--- src/rtl/instruction_fetcher.sv ---
// instruction_fetcher: per-core fetch engine. It issues one program-memory read
// per instruction over a valid/ready channel and holds the returned word for
// the decoder.
// Optional feature macro: FETCH_CACHE_EN adds a one-entry tag register. When the
// requested PC matches the tag, the fetch completes without a memory request.
module instruction_fetcher #(
  parameter int unsigned PROGRAM_MEM_ADDR_BITS = 8,
  parameter int unsigned PROGRAM_MEM_DATA_BITS = 16
) (
  input  logic                             clk,
  input  logic                             reset_n,
  input  logic [2:0]                       core_state,
  input  logic [PROGRAM_MEM_ADDR_BITS-1:0] current_pc,
  output logic                             mem_read_valid,
  output logic [PROGRAM_MEM_ADDR_BITS-1:0] mem_read_address,
  input  logic                             mem_read_ready,
  input  logic [PROGRAM_MEM_DATA_BITS-1:0] mem_read_data,
  output logic [2:0]                       fetcher_state,
  output logic [PROGRAM_MEM_DATA_BITS-1:0] instruction
);

  localparam int unsigned AW = PROGRAM_MEM_ADDR_BITS;
  localparam int unsigned DW = PROGRAM_MEM_DATA_BITS;

  // Scheduler states this block reacts to
  localparam logic [2:0] CORE_FETCH  = 3'b001;
  localparam logic [2:0] CORE_DECODE = 3'b010;

  // Fetcher state encoding, visible to the scheduler
  localparam logic [2:0] S_IDLE     = 3'b000;
  localparam logic [2:0] S_FETCHING = 3'b001;
  localparam logic [2:0] S_FETCHED  = 3'b010;

  logic [2:0]    state_nxt;
  logic          valid_nxt;
  logic [AW-1:0] addr_nxt;
  logic [DW-1:0] instr_nxt;
  logic          cache_hit_c;

`ifdef FETCH_CACHE_EN
  logic          tag_valid;
  logic [AW-1:0] tag_addr;

  assign cache_hit_c = tag_valid && (current_pc == tag_addr);

  // Remember the address of every captured word; only reset clears the tag
  always_ff @(posedge clk) begin
    if (!reset_n) begin
      tag_valid <= 1'b0;
      tag_addr  <= AW'(0);
    end else if (fetcher_state == S_FETCHING && mem_read_ready) begin
      tag_valid <= 1'b1;
      tag_addr  <= mem_read_address;
    end
  end
`else
  assign cache_hit_c = 1'b0;
`endif

  // State register and registered outputs
  always_ff @(posedge clk) begin
    if (!reset_n) begin
      fetcher_state    <= S_IDLE;
      mem_read_valid   <= 1'b0;
      mem_read_address <= AW'(0);
      instruction      <= DW'(0);
    end else begin
      fetcher_state    <= state_nxt;
      mem_read_valid   <= valid_nxt;
      mem_read_address <= addr_nxt;
      instruction      <= instr_nxt;
    end
  end

  // Next-state logic
  always_comb begin
    state_nxt = fetcher_state;
    case (fetcher_state)
      S_IDLE: begin
        if (core_state == CORE_FETCH) begin
          state_nxt = cache_hit_c ? S_FETCHED : S_FETCHING;
        end
      end
      S_FETCHING: begin
        if (mem_read_ready) begin
          state_nxt = S_FETCHED;
        end
      end
      S_FETCHED: begin
        if (core_state == CORE_DECODE) begin
          state_nxt = S_IDLE;
        end
      end
      default: state_nxt = S_IDLE;
    endcase
  end

  // Next values of the registered outputs
  always_comb begin
    valid_nxt = mem_read_valid;
    addr_nxt  = mem_read_address;
    instr_nxt = instruction;
    case (fetcher_state)
      S_IDLE: begin
        if (core_state == CORE_FETCH && !cache_hit_c) begin
          valid_nxt = 1'b1;
          addr_nxt  = current_pc;
        end
      end
      S_FETCHING: begin
        if (mem_read_ready) begin
          valid_nxt = 1'b0;
          instr_nxt = mem_read_data;
        end
      end
      S_FETCHED: begin
        valid_nxt = 1'b0;
      end
      default: valid_nxt = 1'b0;
    endcase
  end

endmodule

--- config.mk ---
export PLATFORM = sky130hd
export DESIGN_NAME = instruction_fetcher
export DESIGN_NICKNAME = d
export VERILOG_FILES = /design/src/rtl/instruction_fetcher.sv
export SDC_FILE = /design/constraint.sdc
export NUM_CORES = 1
export LEC_CHECK = 0
export ABC_CLOCK_PERIOD_IN_PS = 4000
export CORE_MARGIN = 2
export CORE_UTILIZATION = 30
export CTS_BUF_LIST = sky130_fd_sc_hd__clkbuf_8
export DETAILED_ROUTE_END_ITERATION = 8
export PLACE_DENSITY = 0.65
export SLEW_MARGIN = 20
export SYNTH_ARGS = -nofsm -noshare
export SYNTH_HDL_FRONTEND = slang
export SYNTH_SLANG_ARGS = --single-unit
--- constraint.sdc ---
create_clock -name clk -period 4 [get_ports clk]
set_clock_uncertainty 0.15 [all_clocks]
set_input_delay 0.8 -clock clk [delete_from_list [all_inputs] [get_ports clk]]
set_output_delay 0.8 -clock clk [all_outputs]
set_load 0.02 [all_outputs]
# == After elaboration in Yosys (flattened, before gate mapping) ==
# Cells that the tools add are included.
# Widths: inputs -> output; s select.
# op_classes
mux,7
mul,0
div,0
n_lt_le_gt_ge,0
n_shift,0
reduce_logical,5
n_eq_ne,7
n_addsub,0
n_bitwise,0
# ops
cell,n
$mux 3,3
$pmux 3 s3,1
$eq 3x1->1 const B,2
$eq 3x2->1 const B,2
$ne 2x2->1 const B,3
$reduce_and 2->1,3
$logic_not 3->1,1
$reduce_and 3->1,1
$mux 1,2
$pmux 1 s2,1
# totals
n_memories,0
latch_bits,0
inputBits,30
wordCells,23
register_bits,28
mem_bits_rw,0
output_inout_bits,28
romBits,0

# == Longest topological paths before layout ==
# Gate-level depths: netlist of run 1.
# depth
depth_word,3
mapped_depth,5
depth_no_buf,3

# == Worst setup path after synthesis of run 1 ==
# OpenSTA, ideal clock, no wires.
# synth_path
path_type,input port to flip-flop
from,in core_state[1]
to,reg mem_read_address[0]
setup_ps,72
cell_stages,4
path_slack_ps,2260
n_path_buf,1
arrival_ps,1518
required_time_ps,3778
cell_sequence,nor4b_2 -> and2b_1 -> buf_6 -> mux2i_1
# synth_between
elab_chain_cells,2
# synth_rtl
item,line_no,rtl
from (decl),12,"input logic [2:0] core_state,"
$eq 3x1->1,105,if (core_state == CORE_FETCH && !cache_hit_c) begin
$reduce_and 2->1 (no line),--,
to (signal assigned),70,mem_read_address <= addr_nxt;
to (decl),15,"output logic [PROGRAM_MEM_ADDR_BITS-1:0] mem_read_address,"
# Every way passes these cells.
# A chain may end at the register's enable or synchronous reset.

# == Final worst setup path of run 1 ==
# layout_path
from,in reset_n
to,reg mem_read_valid
# layout_lines
item,line_no,rtl
from (decl),11,"input logic reset_n,"
to (signal assigned),69,mem_read_valid <= valid_nxt;
to (decl),14,"output logic mem_read_valid,"
# No word-level cell between the ends.

==> impl_metrics.toml, run 1 <==
[critical_path]
cp.arrival_ns = 2.72
cpMaxStageDelayCell = "clkdlybuf4s50_1"
cp_max_fo = 18
worstSetupPathType = "in2reg"
end_kind = "flop"
required_ns = 4.00
path_cells = "clkdlybuf4s50_1 > clkinv_1 > a2111oi_1"
startpoint_type = "primary input"
critPathMaxStageDelay_ns = 0.81

[synthesis]
synthSimpleGateAreaFrac = 0.233
syn_avg_cell_area_sq_um = 8.52
synth_cells = 121
synthAdderAreaFrac = 0
muxShareOfSynthArea = 0.0777
synthXorXnorAreaFrac = 0
ys_warn_count = 0
synth_area_leaders = "dfxtp_1 52%, nand2_1 17%, a21oi_1 7.8%"
synth_top_area_share = 0.524
synth.distinct_cells = 21
syn-num-nets = 151
yosys.area.top_type = "dfxtp_1"
ys_ff_latch = 27
synth-compound-area-share = 0.101
netlist_area_sq_um = 1030
synth_top_family_by_area = "simple AND/OR/NAND/NOR gates"
synth_seq_area_share = 0.524

[power_and_ir_drop]
p_sw_frac = 0.228
power_uw = 504
power.switching_uw = 115
ir_worst_vdd_mv = 0.131
leakagePower_nw = 0.558
combPwrFrac = 0.145
p_clk_frac = 0.299
sequentialPowerShare = 0.556
intPower_uw = 389
powerDensity_nw_per_um2 = 307

[job]
cap_violations = 0

[final_layout]
n_antenna_cell = 0
drive_gt1_frac = 0.0347
fin_util = 0.496
area_growth_pct = 59.3
fin_cells = 219
fin_nets = 204

[timing]
hold_viol_final = 0
finalMaxSlewViolations = 0
slew_headroom = 0.591
min_period_over_period = 0.680
worst_pin_slew_ns = 0.611
fin_tns_setup_ns = 0
period_needed_ns = 2.72
max_freq_mhz = 368
setup_viol_count_final = 0
holdWs_ns = 0.309
rsz0062_at_grt = "no"

[die]
dieArea_sq_um = 3920
core-area_sq_um = 3310
die_w_um = 62.6
start_util = 0.311
die_h_um = 62.6
num_rows = 21
ios = 58

[global_routing]
overflow = 0
use_met1 = 0.168
grt_pass1_vias = 946
grtUsageMet2 = 0.202
grt_usage = 0.132
top_usage_layer = "met2"
grt_use_met3 = 0.0613
grt_antenna_before_repair = 0
grt_pass1_wl_um = 4200
grt_max_degree = 19

[route]
drt-wirelength-per-cell_um = 11.5
first_iter_violations = 39
firstDrtPassIters = 4
drc_errors = 0
vias = 965
viasPerCell = 4.41
detail-route-antenna-nets = 0
routed_wl_um = 2520

[clock_tree]
cts-root-buf = "clkbuf_8"
cts_tree = "yes"
cts_buffer_depth = 2
cts_resized = 0
clk_latency_ns = 0.26
htreeDepth = 1
cts_hold_buffers = 0
post_cts_buffers = 0
clk_pin_slew_ns = 0.09
numCtsBuffers = 3
cts_sinks = 27

[hold_path]
min_path_type = "reg2reg"

[placement]
placed_cells = 215
dp_hpwl_um = 1890
gp_congestion = 0.716
io_buffers = 56

[status]
status = "completed"
-- layer usage --
| metal | share of wire | vias to the layer above |
|---|---|---|
| met4 | 0 | 0 |
| met3 | 0.10 | 0 |
| met2 | 0.44 | 41 |
| met5 | 0 | - |
| met1 | 0.46 | 430 |
| li1 | - | 494 |
-- power by group through the flow --
stage	logic [mW]	clock network, mW	registers [mW]
2_1_floorplan	0.0224	0	0.294
3_3_place_gp	0.0728	0	0.286
3_5_place_dp	0.0737	0	0.286
4_1_cts	0.0741	0.159	0.280
5_1_grt	0.0792	0.173	0.281
6_report	0.0733	0.151	0.280
-- per-stage QoR --
| stage | cell area [sq um] | worst slack [ns] |
|---|---|---|
| 2_1_floorplan | 1030 | 2.26 |
| 3_5_place_dp | 1590 | 0.960 |
| 4_1_cts | 1640 | 1.20 |
| 5_1_grt | 1640 | 1.05 |
| 3_3_place_gp | 1590 | 1.10 |
| 6_report | 1640 | 1.28 |
-- cell families (layout without fill, tap and decap cells) --
group                  after synthesis  after routing
flip-flops                          27             27
AND/OR/NAND/NOR                     56             56
AO/OA/AOI/OAI                       19             19
buffers and inverters               10             62
other                                1              1
multiplexers                         8              8
-- layout by cell type (no fill, tap or decap), drive strengths merged --
master	n
clkbuf	3
nor2	2
nand3b	1
clkinvlp	1
nor3	1
and2b	1
and3b	1
mux2i	8
a2111oi	1
nor4b	1
a21oi	16
a31oi	1
nand2	48
dfxtp	27
inv	1
clkinv	1
o21a	1
or3b	1
clkdlybuf4s50	56
conb	1
-- registers in the layout (all words and copies together), names as in the netlist --
signal,count
fetcher_state,2
instruction,16
mem_read_address,8
mem_read_valid,1
-- area by class of cell --
| type | instances | area (sq um) |
|---|---|---|
| Inverter | 2 | 7.51 |
| Clock buffer | 3 | 41.3 |
| Sequential cell | 27 | 541 |
| Tap cell | 46 | 57.6 |
| Fill cell | 344 | 1670 |
| Timing Repair Buffer | 56 | 561 |
| Multi-Input combinational cell | 84 | 428 |
| Clock inverter | 1 | 7.51 |
-- critical path: cells and delay by family --
family | cells | cell delay, ns
compound gates | 1 | 0.54
buf+inv | 2 | 1.38
-- worst paths after layout --
path	slack (ns)	end	startpoint	cells past startpoint
setup / recovery	1.28	mem_read_valid$_SDFFE_PN0P_	reset_n	3
hold reg to reg	0.31	instruction[4]$_SDFFE_PN0P_	instruction[4]$_SDFFE_PN0P_	2
hold / removal	0.31	instruction[4]$_SDFFE_PN0P_	instruction[4]$_SDFFE_PN0P_	2
setup reg to reg	2.38	mem_read_address[5]$_SDFFE_PN0P_	fetcher_state[0]$_SDFFE_PN0P_	3
-- cells in the mapped netlist (all sizes together) --
master	n
conb	1
mux2i	8
inv	1
nand2	48
o21a	1
nor3	1
nor4b	1
clkbuf	2
a2111oi	1
and2b	1
buf	6
or3b	1
nand3b	1
clkinv	1
dfxtp	27
and3b	1
nor2	2
a31oi	1
a21oi	16
(Power assumes the default switching activity.)
==> run 2: changes to the inputs <==
Settings changed: ABC_CLOCK_PERIOD_IN_PS 4000 to 2700.
Clock period 4 ns to 2.7 ns, I/O delays scaled along.
==> run 2 against run 1 <==
Compared with the run above:
- routed wire length down 1.1%
- utilization grew 0.34 points
- worst setup slack got worse by 0.62 ns
- global-route usage barely moved
- cell count rose by 0.91%
- combinational power increased by 51%
- cell area grew 0.69%
- sequential power rose by 48%
- sequential share of layout area shrank 0.22 points
- sequential cell count stayed put
- register-to-register slack worse by 1.3 ns
- worst hold slack lost 0.0023 ns
==> impl_metrics.toml, run 2 (synthesized netlist as in run 1, its figures left out) <==
[status]
status = "completed"

[critical_path]
cp_top_family = "buffers and inverters"
end_kind = "output pin"
cp.arrival_ns = 1.35
startpoint_type = "flop"
worstSetupPathType = "reg2out"
critPathMaxStageDelay_ns = 0.66
cpMaxStageDelayCell = "clkdlybuf4s50_1"
required_ns = 2.01
path_buf_inv = 1
cp_max_fo = 7
path_cells = "clkdlybuf4s50_1"

[power_and_ir_drop]
powerDensity_nw_per_um2 = 447
power_uw = 739
ir_worst_vdd_mv = 0.182
leakagePower_nw = 0.573

[clock_tree]
clk_latency_ns = 0.26
cts_hold_buffers = 0
cts-root-buf = "clkbuf_8"
htreeDepth = 1
cts_buffer_depth = 2
cts_resized = 0
cts_sinks = 27
post_cts_buffers = 0
clk_pin_slew_ns = 0.08
cts_tree = "yes"
numCtsBuffers = 3

[global_routing]
grt_usage = 0.132
grt_pass1_vias = 956
overflow = 0
grt_max_degree = 19
grt_antenna_before_repair = 0
grt_pass1_wl_um = 4270

[final_layout]
n_antenna_cell = 0
drive_gt1_frac = 0.0400
final_common_cell = "clkdlybuf4s50_1"
top_register = "instruction"
area_growth_pct = 60.4
largest_register_ffs = 16
fin_nets = 206
final_cell_mix = "56 x clkdlybuf4s50_1, 48 x nand2_1, 27 x dfxtp_1"
largestRegisters = "instruction: 16 flops, mem_read_address: 8 flops, fetcher_state: 2 flops"
fillers = 349
fin_util = 0.500
design_area_sq_um = 1650

[die]
ios = 58
dieArea_sq_um = 3920
core-area_sq_um = 3310
die_h_um = 62.6
num_rows = 21
start_util = 0.311
die_w_um = 62.6

[timing]
finalMaxSlewViolations = 0
period_needed_ns = 2.04
worst_pin_slew_ns = 0.635
slew_headroom = 0.576
min_period_over_period = 0.757
fin_tns_setup_ns = 0
max_freq_mhz = 489
setup_ws_ns = 0.656
hold_viol_final = 0
setup_viol_count_final = 0
rsz0062_at_grt = "no"

[route]
drc_errors = 0
first_iter_violations = 35
routed_wl_um = 2490
detail-route-antenna-nets = 0
vias = 975
firstDrtPassIters = 4
viasPerCell = 4.41
drt-wirelength-per-cell_um = 11.3

[placement]
dpl_cell_area_sq_um = 1610
gp_congestion = 0.697
dp_hpwl_um = 1890
io_buffers = 56
pre_cts_ws_ns = 0.496

[job]
cap_violations = 0

[hold_path]
min_path_type = "reg2reg"
-- run 2: report_power, final --
part	total (mW)	switching (mW)	leakage, nW	internal, mW
Clock	0.214	0.112	0.0269	0.101
Sequential	0.414	0.00650	0.219	0.408
Combinational	0.111	0.0452	0.328	0.0657
Total	0.739	0.164	0.573	0.575
-- run 2: routing by layer --
metal / GRT usage / routed length, um / vias to the layer above
met5: 0 / 0 / -
met2: 0.222 / 1080 / 43
met1: 0.160 / 1140 / 435
met4: 0.0333 / 10 / 0
met3: 0.0486 / 264 / 2
li1: - / - / 495
-- run 2: final timing paths --
check / cells after the start / endpoint / slack [ns] / startpoint
max: 1 / fetcher_state[1] / 0.66 / fetcher_state[1]$_SDFFE_PN0P_
max reg2reg: 3 / mem_read_address[6]$_SDFFE_PN0P_ / 1.12 / fetcher_state[0]$_SDFFE_PN0P_
min: 2 / instruction[2]$_SDFFE_PN0P_ / 0.31 / instruction[2]$_SDFFE_PN0P_
min reg2reg: 2 / instruction[2]$_SDFFE_PN0P_ / 0.31 / instruction[2]$_SDFFE_PN0P_
-- run 2: through the flow --
step | cells | hold slack [ns]
2_1_floorplan | 121 | 0.383
4_1_cts | 221 | 0.309
5_1_grt | 221 | 0.324
6_report | 221 | 0.307
3_3_place_gp | 217 | 0.293
3_5_place_dp | 217 | 0.297
-- run 2: layout make-up --
class / instances / area [sq um] / share of cell area
clock buffers: 3 / 41.3 / 0.0250
multi-input cells: 84 / 428 / 0.259
clock inverters: 1 / 3.75 / 0.00227
inverters: 2 / 7.51 / 0.00454
well taps: 46 / 57.6 / 0.0348
repair buffers: 58 / 576 / 0.348
flip-flops and latches: 27 / 541 / 0.327
==> run 3: changes to the inputs <==
Settings changed: ABC_CLOCK_PERIOD_IN_PS 2700 to 2100.
Clock period 2.7 ns to 2.1 ns, I/O delays scaled along.
==> run 3 against run 2 <==
Compared with the run above:
- via count grew 3.3%
- routed wire length is 1.1% higher
- clock-buffer cell count is the same
- sequential cell count unchanged
- combinational power is 33% higher
- utilization increased by 1.3 points
- total power grew 30%
- highest routed layer unchanged
==> impl_metrics.toml, run 3 (synthesized netlist as in run 1, its figures left out) <==
[clock_tree]
cts_buffer_depth = 2
cts_sinks = 27
post_cts_buffers = 0
cts_hold_buffers = 0
clk_latency_ns = 0.26
cts_resized = 0
cts_tree = "yes"
cts-root-buf = "clkbuf_8"
numCtsBuffers = 3
htreeDepth = 1
clk_pin_slew_ns = 0.08

[power_and_ir_drop]
powerDensity_nw_per_um2 = 567
ir_worst_vdd_mv = 0.214
leakagePower_nw = 0.595

[die]
start_util = 0.311
die_h_um = 62.6
core-area_sq_um = 3310
num_rows = 21
ios = 58
die_w_um = 62.6
dieArea_sq_um = 3920

[route]
vias = 1007
routed_wl_um = 2520
first_iter_violations = 40
detail-route-antenna-nets = 0
viasPerCell = 4.48
drt-wirelength-per-cell_um = 11.2
drc_errors = 0
firstDrtPassIters = 4

[final_layout]
fin_util = 0.513
fin_nets = 210
final_cell_mix = "56 x clkdlybuf4s50_1, 48 x nand2_1, 27 x dfxtp_1"
top_register = "instruction"
largestRegisters = "instruction: 16 flops, mem_read_address: 8 flops, fetcher_state: 2 flops"
area_growth_pct = 64.7
largest_register_ffs = 16
fillers = 343
n_antenna_cell = 0
final_common_cell = "clkdlybuf4s50_1"
drive_gt1_frac = 0.0670

[global_routing]
grt_pass1_vias = 988
overflow = 0
grt_max_degree = 18
grt_antenna_before_repair = 0
grt_usage = 0.133
grt_pass1_wl_um = 4210

[critical_path]
end_kind = "output pin"
path_buf_inv = 1
reg2reg_from = "fetcher_state[0]$_SDFFE_PN0P_"
cp.arrival_ns = 1.35
critPathMaxStageDelay_ns = 0.66
required_ns = 1.53
cp_top_family = "buffers and inverters"
r2r_end = "mem_read_address[6]$_SDFFE_PN0P_"
worstSetupPathType = "reg2out"
cpMaxStageDelayCell = "clkdlybuf4s50_1"
cp_max_fo = 7
rr_worst_depth = 4
reg2reg_slack_ns = 0.66
startpoint_type = "flop"
path_cells = "clkdlybuf4s50_1"

[placement]
pre_cts_ws_ns = 0.195
gp_congestion = 0.686
io_buffers = 56
dp_hpwl_um = 1990

[timing]
fin_tns_setup_ns = 0
setup_viol_count_final = 0
finalMaxSlewViolations = 0
setup_ws_ns = 0.175
hold_viol_final = 0
rsz0062_at_grt = "no"
min_period_over_period = 0.917
period_needed_ns = 1.92
max_freq_mhz = 520

[hold_path]
min_path_type = "reg2reg"
min_to = "instruction[6]$_SDFFE_PN0P_"
min-delay-start = "instruction[6]$_SDFFE_PN0P_"
holdPathStages = 2

[job]
cap_violations = 0

[status]
status = "completed"
-- run 3: worst max path at each step --
stage                                              from                                to  slack (ns)  depth (start not counted)
after floorplan           fetcher_state[1]$_SDFFE_PN0P_     fetcher_state[1]$_SDFFE_PN0P_        0.68                          5
after global placement                    core_state[1]  mem_read_address[0]$_SDFFE_PN0P_        0.24                          5
after detailed placement                  core_state[1]  mem_read_address[3]$_SDFFE_PN0P_        0.19                          5
after CTS                 fetcher_state[1]$_SDFFE_PN0P_                  fetcher_state[1]        0.17                          1
after global routing      fetcher_state[1]$_SDFFE_PN0P_                  fetcher_state[1]        0.11                          1
final                     fetcher_state[1]$_SDFFE_PN0P_                  fetcher_state[1]        0.18                          1
-- run 3: stage by stage --
| step | total power, mW | cells | instance area (sq um) | hold slack [ns] |
|---|---|---|---|---|
| floorplan | 0.602 | 121 | 1030 | 0.375 |
| global placement | 0.691 | 221 | 1650 | 0.293 |
| detailed placement | 0.694 | 221 | 1650 | 0.298 |
| CTS | 0.975 | 225 | 1700 | 0.311 |
| global route | 1.01 | 225 | 1700 | 0.336 |
| finish | 0.963 | 225 | 1700 | 0.309 |
-- run 3: where the power goes --
| part | total [mW] | internal (mW) | switching [mW] |
|---|---|---|---|
| Combinational | 0.148 | 0.0891 | 0.0591 |
| Sequential | 0.533 | 0.525 | 0.00859 |
| Clock | 0.282 | 0.132 | 0.150 |
| Total | 0.963 | 0.746 | 0.217 |
-- run 3: cell type report --
class                      count  area, sq um  share of cell area
clock buffer                   3         41.3              0.0243
multi-input combinational     84          428               0.252
tap                           46         57.6              0.0339
clock inverter                 1         5.00             0.00295
timing repair buffer          62          618               0.364
inverter                       2         7.51             0.00442
sequential                    27          541               0.318
-- run 3: worst reg2reg max path: cells and delay by family, from the launching register on --
family                 cells  cell delay [ns]
flip-flops                 1             0.36
AND/OR/NAND/NOR            2             0.52
multiplexers               1             0.20
buffers and inverters      1             0.14
-- run 3: routing by layer --
layer  share of wire  up-vias  global-route usage
li1                -      506                   -
met1            0.43      450               0.147
met2            0.46       47               0.233
met3           0.096        4              0.0468
met4           0.010        0              0.0500
met5               0        -                   0
==> RTL change (settings of run 1) <==
Add a define of `FETCH_CACHE_EN`.
--- a/src/rtl/instruction_fetcher.sv
+++ b/src/rtl/instruction_fetcher.sv
@@ -4,4 +4,6 @@
 // Optional feature macro: FETCH_CACHE_EN adds a one-entry tag register. When the
 // requested PC matches the tag, the fetch completes without a memory request.
+`define FETCH_CACHE_EN
+
 module instruction_fetcher #(
   parameter int unsigned PROGRAM_MEM_ADDR_BITS = 8,
Behaviour: not the same (a bounded check fails within 10 cycles, from zero or initial values and one cycle with reset_n low).
==> RTL change against run 1 <==
  * Combinational power increased by 45%
  * Register-to-register slack got worse by 0.27 ns
  * Total power increased by 57%
  * Routed wire length increased by 63%
  * Setup slack improved by 0.19 ns
  * Synthesized area increased by 62%
  * Final area increased by 45%
  * Sequential cell count increased by 9
  * Die area increased by 58%
  * Critical path type unchanged
  * Largest cell class is now multi-input gates
  * Largest power group unchanged
==> RTL change: results (changes against run 1) <==
Route
  – WL/cell: 12.2 um (+6.5%)
  – Vias per inst: 4.76 (+8.1%)
  – Wire length on met3: 168 um (-36%)
  – WL final: 4100 um (+63%)
  – Wire length on met1: 2000 um (+72%)
  – Routed wl met2: 1870 um (+71%)
  – Initial DRC count: 100 (+160%)

Critical path
  – CP max stage delay: 0.60 ns (-0.21 ns)
  – Worst path arrival time: 2.58 ns (-0.14 ns)
  – R2r worst-path depth: 4 (+1)
  – Critical-path top delay cell: or4_1
  – Critical path peak fanout: 18 (unchanged)
  – Cell family with most CP delay: simple AND/OR/NAND/NOR gates

Cells and area
  – Area of the multi-input gates: 873 um^2 (+100%)
  – Biggest regs: instruction (16), mem_read_address (8), tag_addr (8)
  – #MultiIn Comb: 159 (+89%)
  – Net count, final: 292 (+43%)
  – Filler cell count: 527 (+53%)
  – Final core utilization: 43.7% (-5.9 points)
  – ClkCell Share: 4.52% (+1.6 points)
  – Final instance area: 0.00238 mm^2 (+45%)
  – Signal buf overhead: 24.5% (-9.6 points)
  – Layout cells sized above 1: 9.13% (+5.7 points)
  – Inverters: 1 (-1)

Global routing
  – Met1 Usage GRT: 19.0% (+2.2 points)
  – GR Util met3: 2.95% (-3.2 points)
  – Largest net degree at the start of global routing: 27 (+8)
  – Met2 usage: 21.2% (+1.0 points)
  – Vias in the first global route: 1,438 (+52%)
  – Global-route usage over all layers: 13.7% (+0.56 points)
  – First-pass GRT wire length: 6890 um (+64%)

Synthesis
  – Syn Nets: 240 (+59%)
  – Synth area leaders: dfxtp_1 (43%), nand2_1 (17%), a21oi_1 (7.8%)
  – Avg Cell Area, Syn: 7.97 um^2 (-6.4%)
  – Seq cells post-synth: 36 (+33%)
  – Top post-synthesis cells by count: nand2_1 (75), dfxtp_1 (36), a21oi_1 (26), o21ai_1 (10), buf_2 (9)
  – Distinct cell type count after synthesis: 26 (+24%)

Power and ir drop
  – Static Leak: 0.762 nW (+36%)
  – Sw frac: 23.8% (+0.97 points)
  – Combinational Power: 106 uW (+45%)
  – P per Cell Area: 333 mW/mm^2 (+8.6%)
  – Clock power share: 39.3% (+9.4 points)

Place
  – # placed instances: 327 (+52%)
  – DP Area: 0.00227 mm^2 (+42%)
  – Final HPWL from detailed placement: 2780 um (+47%)
  – Post-place setup slack: 1.19 ns (+0.230 ns)
  – RePlAce Congestion: 0.748 (+4.5%)

Hold path
  – Hold-critical path depth: 2 (unchanged)

Clocking
  – Inserted Clock Buffers: 5 (+2)
  – H-Tree Depth: 2 (+1)
  – Clock latency on the worst-skew pair: 0.28 ns (+0.02 ns)
  – CTS clk-pin slew, worst paths: 0.07 ns (-0.02 ns)

Run status
  – Status: completed

Timing
  – Crit share post-route: 63.2% (-4.8 points)
  – WHS: 0.304 ns (-0.00501 ns)
  – Worst Tran Pin Value: 0.869 ns (+0.258 ns)
-- RTL change: cell types whose count changed in the layout (fill, tap and decap cells not counted), sizes merged, moves of 8 or more --
cell     before  now
a21oi        16   26
dfxtp        27   36
mux2i         8    0
nand2        48   76
nor3          1    9
o2111ai       0    8
o21ai         0   10
or4           0    8
xnor2         0    8
-- RTL change: kinds of logic after synthesis --
family                 Yosys count  synth area share [%]
flip-flops                      36                  43.0
AO/OA/AOI/OAI                   45                  15.7
buffers and inverters           15                  4.93
other                            1                 0.224
XOR/XNOR                         8                  4.19
AND/OR/NAND/NOR                105                  31.9
-- RTL change: final timing paths --
path	startpoint	to
min reg2reg	instruction[14]$_SDFFE_PN0P_	instruction[14]$_SDFFE_PN0P_
min	instruction[14]$_SDFFE_PN0P_	instruction[14]$_SDFFE_PN0P_
max	current_pc[7]	mem_read_address[7]$_SDFFE_PN0P_
max reg2reg	fetcher_state[0]$_SDFFE_PN0P_	fetcher_state[1]$_SDFFE_PN0P_
